## config.mk

```make
export PLATFORM = sky130hd
export DESIGN_NAME = serial_adder_flat
export DESIGN_NICKNAME = d
export VERILOG_FILES = /design/src/rtl/serial_adder_if.sv /design/src/rtl/serial_adder.sv /design/src/flat_wrapper.sv
export SDC_FILE = /design/constraint.sdc
export NUM_CORES = 1
export LEC_CHECK = 0
export ABC_AREA = 1
export BUFFER_PORTS_ARGS = -buffer_cell sky130_fd_sc_hd__buf_2
export CAP_MARGIN = 20
export CELL_PAD_IN_SITES_DETAIL_PLACEMENT = 0
export CELL_PAD_IN_SITES_GLOBAL_PLACEMENT = 1
export CORE_MARGIN = 3
export CORE_UTILIZATION = 44
export DETAILED_ROUTE_END_ITERATION = 8
export GPL_TIMING_DRIVEN = 0
export PLACE_DENSITY = 0.91
export SLEW_MARGIN = 0
export SYNTH_ARGS = -nofsm -noshare
export SYNTH_HDL_FRONTEND = slang
export SYNTH_HIERARCHICAL = 1
export SYNTH_SLANG_ARGS = --single-unit
```

## constraint.sdc

```tcl
create_clock -name clk -period 2.3 [get_ports clk]
set_clock_uncertainty 0.05 [all_clocks]
set_input_delay 0.23 -clock clk [delete_from_list [all_inputs] [get_ports clk]]
set_output_delay 0.23 -clock clk [all_outputs]
set_load 0.05 [all_outputs]
```

## src/rtl/serial_adder_if.sv

```systemverilog
// serial_adder_if: start/busy/done handshake bundle for the bit-serial adder.
//   master : requester, drives start/a/b/cin and observes busy/done/sum/cout
//   slave  : the adder itself
// WIDTH must match the WIDTH of the serial_adder instance it is bound to.
interface serial_adder_if #(
  parameter int WIDTH = 8
) ();
  logic             start;
  logic [WIDTH-1:0] a;
  logic [WIDTH-1:0] b;
  logic             cin;
  logic             busy;
  logic             done;
  logic [WIDTH-1:0] sum;
  logic             cout;

  modport master (
    output start, a, b, cin,
    input  busy, done, sum, cout
  );

  modport slave (
    input  start, a, b, cin,
    output busy, done, sum, cout
  );
endinterface

```

## src/rtl/serial_adder.sv

```systemverilog
// serial_adder: bit-serial ripple adder built around one full-adder cell.
// The cell is reused once per bit, LSB first, so one add takes WIDTH cycles
// in RUN, plus one DONE cycle before the block is idle again.
//   clk   : rising-edge clock
//   rst_n : asynchronous active-low reset
//   bus   : serial_adder_if.slave
//           start/a/b/cin sampled only on the accepting edge (IDLE),
//           busy high in RUN, done one-cycle pulse,
//           sum/cout registered and held until the next completion.

// One full-adder cell; the whole datapath is this cell plus shift registers.
module serial_adder_fa (
  input  logic a,
  input  logic b,
  input  logic ci,
  output logic s,
  output logic co
);
  assign s  = a ^ b ^ ci;
  assign co = (a & b) | (a & ci) | (b & ci);
endmodule

module serial_adder #(
  parameter int WIDTH = 8
) (
  input  logic           clk,
  input  logic           rst_n,
  serial_adder_if.slave  bus
);
  localparam int CW = $clog2(WIDTH) + 1;

  typedef enum logic [1:0] {
    IDLE = 2'd0,
    RUN  = 2'd1,
    DONE = 2'd2
  } state_t;

  state_t           state;
  logic [WIDTH-1:0] a_sh;
  logic [WIDTH-1:0] b_sh;
  logic [WIDTH-1:0] sum_sh;
  logic             c;
  logic [CW-1:0]    cnt;

  logic             s;
  logic             c_nx;
  logic [WIDTH-1:0] sum_nx;

  serial_adder_fa u_fa (
    .a  (a_sh[0]),
    .b  (b_sh[0]),
    .ci (c),
    .s  (s),
    .co (c_nx)
  );

  // New bit enters at the MSB; after WIDTH shifts bit 0 lands at index 0.
  if (WIDTH > 1) begin : g_sh
    assign sum_nx = {s, sum_sh[WIDTH-1:1]};
  end else begin : g_sh1
    assign sum_nx = s;
  end

  always_ff @(posedge clk or negedge rst_n) begin
    if (!rst_n) begin
      state    <= IDLE;
      a_sh     <= '0;
      b_sh     <= '0;
      sum_sh   <= '0;
      c        <= 1'b0;
      cnt      <= '0;
      bus.busy <= 1'b0;
      bus.done <= 1'b0;
      bus.sum  <= '0;
      bus.cout <= 1'b0;
    end else begin
      case (state)
        IDLE: begin
          if (bus.start) begin
            a_sh     <= bus.a;
            b_sh     <= bus.b;
            c        <= bus.cin;
            sum_sh   <= '0;
            cnt      <= '0;
            bus.busy <= 1'b1;
            state    <= RUN;
          end
        end
        RUN: begin
          a_sh   <= a_sh >> 1;
          b_sh   <= b_sh >> 1;
          c      <= c_nx;
          sum_sh <= sum_nx;
          cnt    <= cnt + 1'b1;
          // Last bit: publish from the next-values so this bit is included.
          if (cnt == CW'(WIDTH - 1)) begin
            bus.sum  <= sum_nx;
            bus.cout <= c_nx;
            bus.busy <= 1'b0;
            bus.done <= 1'b1;
            state    <= DONE;
          end
        end
        DONE: begin
          // start is ignored here; earliest re-accept is the edge after this.
          bus.done <= 1'b0;
          state    <= IDLE;
        end
        default: state <= IDLE;
      endcase
    end
  end
endmodule

```

## src/flat_wrapper.sv

```systemverilog
// flat-port wrapper written by rule: the top's interface ports become plain ports
module serial_adder_flat 
#(
  parameter int WIDTH = 8
)
  (clk, rst_n, bus_start, bus_a, bus_b, bus_cin, bus_busy, bus_done, bus_sum, bus_cout);
  serial_adder_if #(.WIDTH(WIDTH)) bus_i ();
  input  logic clk;
  input  logic rst_n;
  input wire logic [$bits(bus_i.start)-1:0] bus_start;
  input wire logic [$bits(bus_i.a)-1:0] bus_a;
  input wire logic [$bits(bus_i.b)-1:0] bus_b;
  input wire logic [$bits(bus_i.cin)-1:0] bus_cin;
  output wire logic [$bits(bus_i.busy)-1:0] bus_busy;
  output wire logic [$bits(bus_i.done)-1:0] bus_done;
  output wire logic [$bits(bus_i.sum)-1:0] bus_sum;
  output wire logic [$bits(bus_i.cout)-1:0] bus_cout;
  assign bus_i.start = bus_start;
  assign bus_i.a = bus_a;
  assign bus_i.b = bus_b;
  assign bus_i.cin = bus_cin;
  assign bus_busy = bus_i.busy;
  assign bus_done = bus_i.done;
  assign bus_sum = bus_i.sum;
  assign bus_cout = bus_i.cout;
  serial_adder #(.WIDTH(WIDTH)) u_core (.clk(clk), .rst_n(rst_n), .bus(bus_i));
endmodule
```

# == Word-level counts from Yosys, hierarchy flattened ==
# Index checks and enable logic that the tools add are counted.
# word_totals
register_bits,42
in_bits,20
output_inout_bits,11
elab_cells,49
# classes
n_reduce_logical,8
add_sub_neg,1
n_mux,18
n_bitwise,7
n_eq_ne,5
# ops
cell,count
8-bit case mux with 2 select lines,3
8-bit 2-to-1 mux,3
4-bit case mux with 2 select lines,1
2-bit AND reduction,4
1-bit case mux with 2 select lines,3
4-bit by 1-bit adder with 4-bit output (second input constant),1
4-bit by 3-bit == test with 1-bit output (second input constant),1
1-bit 2-to-1 mux,4
2-bit 2-to-1 mux,2
4-bit 2-to-1 mux,1
2-bit case mux with 2 select lines,1
2-bit nonzero test,2
1-bit AND,3
3-bit AND reduction,1
2-bit by 1-bit == test with 1-bit output (second input constant),1
2-bit == test (second input constant),1
2-bit zero test,1
2-bit by 1-bit inequality test with 1-bit output (second input constant),1
2-bit inequality test (second input constant),1
1-bit OR,2
1-bit XOR,2

# == Longest topological paths before layout ==
# logic_depth
depth_word,4
ltp_mapped,7
ltp_nobuf,7

# == Modules after synthesis ==
# Netlist, hierarchy kept.
# modules_own_cells
mod,area_per_inst_um2,seq_area_each_um2,n_inst,cells_per_inst
serial_adder,1734.2,1026.0,1,186
serial_adder_fa,20.0,0.0,1,1

# == Worst setup path after synthesis ==
# OpenSTA, ideal clock, no wires.
# synth_timing
path_type,reg2reg
startpoint,register u_core.cnt[0]
endpoint,register u_core.bus.cout
t_required_ns,2.132
arrival_ns,1.102
path_slack_ns,1.030
synth_period_minus_slack_ns,1.270
n_path_buf,1
setup_time_ns,0.118
path_stages_with_launch,8
cell_sequence,dfrtp_1 > ha_1 > nand2_2 > nor2_4 > nand2_4 > buf_6 > nand2_1 > nand2_1
# synth_between
elab_chain_cells,2
# synth_lines
element,line,rtl
"start, declared",serial_adder.sv:43,logic [CW-1:0] cnt;
"start signal, assigned",serial_adder.sv:94,cnt <= cnt + 1'b1;
4-bit by 3-bit == test with 1-bit output,serial_adder.sv:96,if (cnt == CW'(WIDTH - 1)) begin
2-bit AND reduction (no source line),--,
"end signal, assigned",serial_adder.sv:98,bus.cout <= c_nx;
"end, declared",serial_adder_if.sv:24,"output busy, done, sum, cout"
# Every way passes these cells.
# A chain may end at the register's enable or synchronous reset.

# == Final worst setup path ==
# Ends and elaborated chain as after synthesis.

==> results.json <==
{
  "status": "finished, violations left",
  "violations": "hold timing",
  "dp_hpwl_mm": 2.29,
  "fin_nets": 246,
  "grt_max_degree": 42,
  "synthesis.area_sq_um": 1750,
  "die_y_um": 69.1,
  "reg2reg_depth": 7,
  "min_path_type": "input pin to async pin",
  "final_area_sq_um": 2080,
  "start_util_pct": 46.9,
  "cts_root_buffer": "clkbuf_8",
  "synthMuxAreaShare_pct": 0,
  "synthAdderAreaFrac_pct": 1.85,
  "ant_nets": 0,
  "synth-compound-area-share_pct": 7.63,
  "syn_to_final_growth_pct": 18.8,
  "yosys.cell_count.top_type": "nand2_1",
  "synth_top_cell_by_area": "dfrtp_1",
  "yosysUniqueCellTypes": 21,
  "drc_errors": 0,
  "ios": 31,
  "wl_mm": 3.28,
  "synth-seq-cells": 41,
  "postSynthCellCount": 187,
  "clk_path_buf_depth": 2,
  "dieWidth_um": 69.1,
  "core_sq_um": 3740,
  "r2r_setup_slack_ns": 0.92,
  "ys.flop_type": "dfrtp_1",
  "crit_chain": "ha_1 -> nand2_2 -> nor2_4 -> nand2_4 -> buf_6 -> nand2_1 -> nand2_1",
  "synthXorXnorAreaFrac_pct": 0.499,
  "slew_viol_final": 0,
  "clkSinkCount": 41,
  "h-tree-depth": 2,
  "post_cts_buffers": 0,
  "insertion_delay_ns": 0.30,
  "wl_per_cell_um": 12.0,
  "io_buffers": 30,
  "gp_congestion": 0.727,
  "cts_tree": "yes",
  "die-area_sq_um": 4780,
  "whs_ns": -0.00227,
  "finalSetupViolations": 0,
  "synth_fp_nets": 209,
  "fill_cells": 371,
  "r2r_end": "u_core/bus.cout",
  "hold_viol_final": 7,
  "utilization_pct": 55.7,
  "rsz0062_at_grt": "false",
  "timing.critical_path.to": "u_core/bus.cout",
  "clk_pin_slew_ns": 0.08,
  "synth_top_family_by_area": "simple AND/OR/NAND/NOR gates",
  "cp_slowest_stage_delay_ns": 0.41,
  "placed_area_sq_um": 1960,
  "post_cts_resized": 0,
  "synth_common_cells": "nand2_1 (54), dfrtp_1 (41), nand3_1 (38), inv_1 (12), o21ai_2 (8)",
  "max-vdd-ir-drop_mv": 0.672,
  "drive_gt1_share_pct": 26.2,
  "fin_crit_sh_pct": 60.0,
  "track_usage_pct": 15.3,
  "timing.fmax_mhz": 725,
  "synth_edf_count": 0,
  "crit_start": "u_core/cnt[0]",
  "cp.required_ns": 2.44,
  "crit_type": "flip-flop to flip-flop",
  "cts-buffers-inserted": 5,
  "grt_overflow_total": 0,
  "cts-hold-fix-buffers": 0,
  "antenna_found_initial": 0,
  "r2r_start": "u_core/cnt[0]",
  "viasPerCell": 4.90,
  "async_flop_share_pct": 100,
  "relSlewSlack_pct": 41.5,
  "worst_pin_slew_ns": 0.877,
  "grt_pass1_wl_mm": 5.83,
  "drt_iter0_markers": 79,
  "crit_path_end_kind": "flip-flop",
  "synth_top_area_share_pct": 58.5,
  "num_rows": 22,
  "crit_path_start_kind": "flip-flop",
  "crit_arrival_ns": 1.52,
  "via_count": 1338,
  "drt-pass1-iter-count": 4,
  "slowest_stage": "dfrtp_1",
  "crit_fanout": 10,
  "cpMostUsedCell": "nand2_1",
  "syn_avg_cell_area_sq_um": 9.38,
  "yosys_warnings": 6,
  "finalPower_mw": 3.02,
  "synthSimpleGateAreaFrac_pct": 25.8,
  "tns_ns": 0,
  "power.density_nw_per_um2": 1450,
  "power_leakage_nw": 1.07,
  "post-route-min-period_ns": 1.38,
  "antenna_cells": 0,
  "first_global_vias": 1292,
  "synthTopCellsByArea": "dfrtp_1 (58%), nand2_1 (12%), nand3_1 (11%)",
  "seq_area_frac_synth_pct": 58.5,
  "cap_violations": 0
}
## cells by family (layout without fill, tap and decap cells)
family / count (synthesis) / count (layout)
compound gates: 19 / 19
fa+ha+maj: 2 / 2
flops: 41 / 41
simple gates: 102 / 102
xor+xnor: 1 / 1
buf+inv: 22 / 60
## cells in the final DEF (no fill, tap or decap)
master	Yosys	routed
o21ai_0	3	3
buf_2	5	35
dfrtp_1	41	41
clkbuf_1	1	1
xnor2_1	1	1
nor2_4	1	1
fa_1	1	1
nand2_4	1	1
clkinvlp_4	0	1
inv_2	2	2
bufinv_16	0	1
o21ai_2	8	8
nand3_1	38	38
ha_1	1	1
buf_6	1	1
nand4_1	1	1
nand2_2	2	2
nand2_1	54	54
o22ai_1	7	7
a21oi_1	1	1
inv_1	12	12
nor2_1	5	5
clkbuf_8	0	6
buf_4	1	1
## metal layers
metal	global-route usage (%)	vias to the layer above	share of wire, %
li1	-	682	-
met1	19.3	622	45
met2	23.8	27	47
met3	5.39	7	6.1
met4	6.51	0	1.9
met5	0	-	0
## final cells by class
type,count,area (sq um),area share (%)
plain buffers,8,47.5,2.28
repair buffers,30,150,7.20
well taps,48,60.1,2.88
multi-input cells,124,628,30.1
inverters,14,52.6,2.52
clock inverters,2,37.5,1.80
flip-flops and latches,41,1030,49.2
clock buffers,6,82.6,3.96
## power by group
group          switching [mW]  total [mW]  internal [mW]
combinational           0.865        1.25          0.380
clock                   0.248       0.601          0.353
sequential              0.163        1.17           1.01
## through the flow
stage               std cells  worst slack (ns)
floorplan                 187              1.03
global placement          265             0.919
detailed placement        265             0.925
CTS                       273             0.911
global route              273             0.769
finish                    273             0.920
## critical path: cells and delay by family (launching register included)
family	cells	cell delay [ns]
adder cells (fa/ha/maj)	1	0.24
buffers and inverters	1	0.18
flip-flops	1	0.41
AND/OR/NAND/NOR	5	0.40
## worst min path at each step
stage                     slack [ns]              end
after detailed placement        0.36   u_core/b_sh[2]
after floorplan                -0.12   u_core/a_sh[0]
final                         -0.002   u_core/b_sh[0]
after CTS                       0.03  u_core/state[0]
after global routing            0.07   u_core/a_sh[7]
after global placement          0.36   u_core/b_sh[2]
## registers in the layout, indices dropped and copies added (netlist names)
name and count:
u_core/a_sh 8, u_core/b_sh 8, u_core/bus.sum 8, u_core/sum_sh 7, u_core/cnt 4, u_core/state 2
u_core/bus.busy 1, u_core/bus.cout 1, u_core/bus.done 1, u_core/c 1
Power figures use the tool's default switching activity.
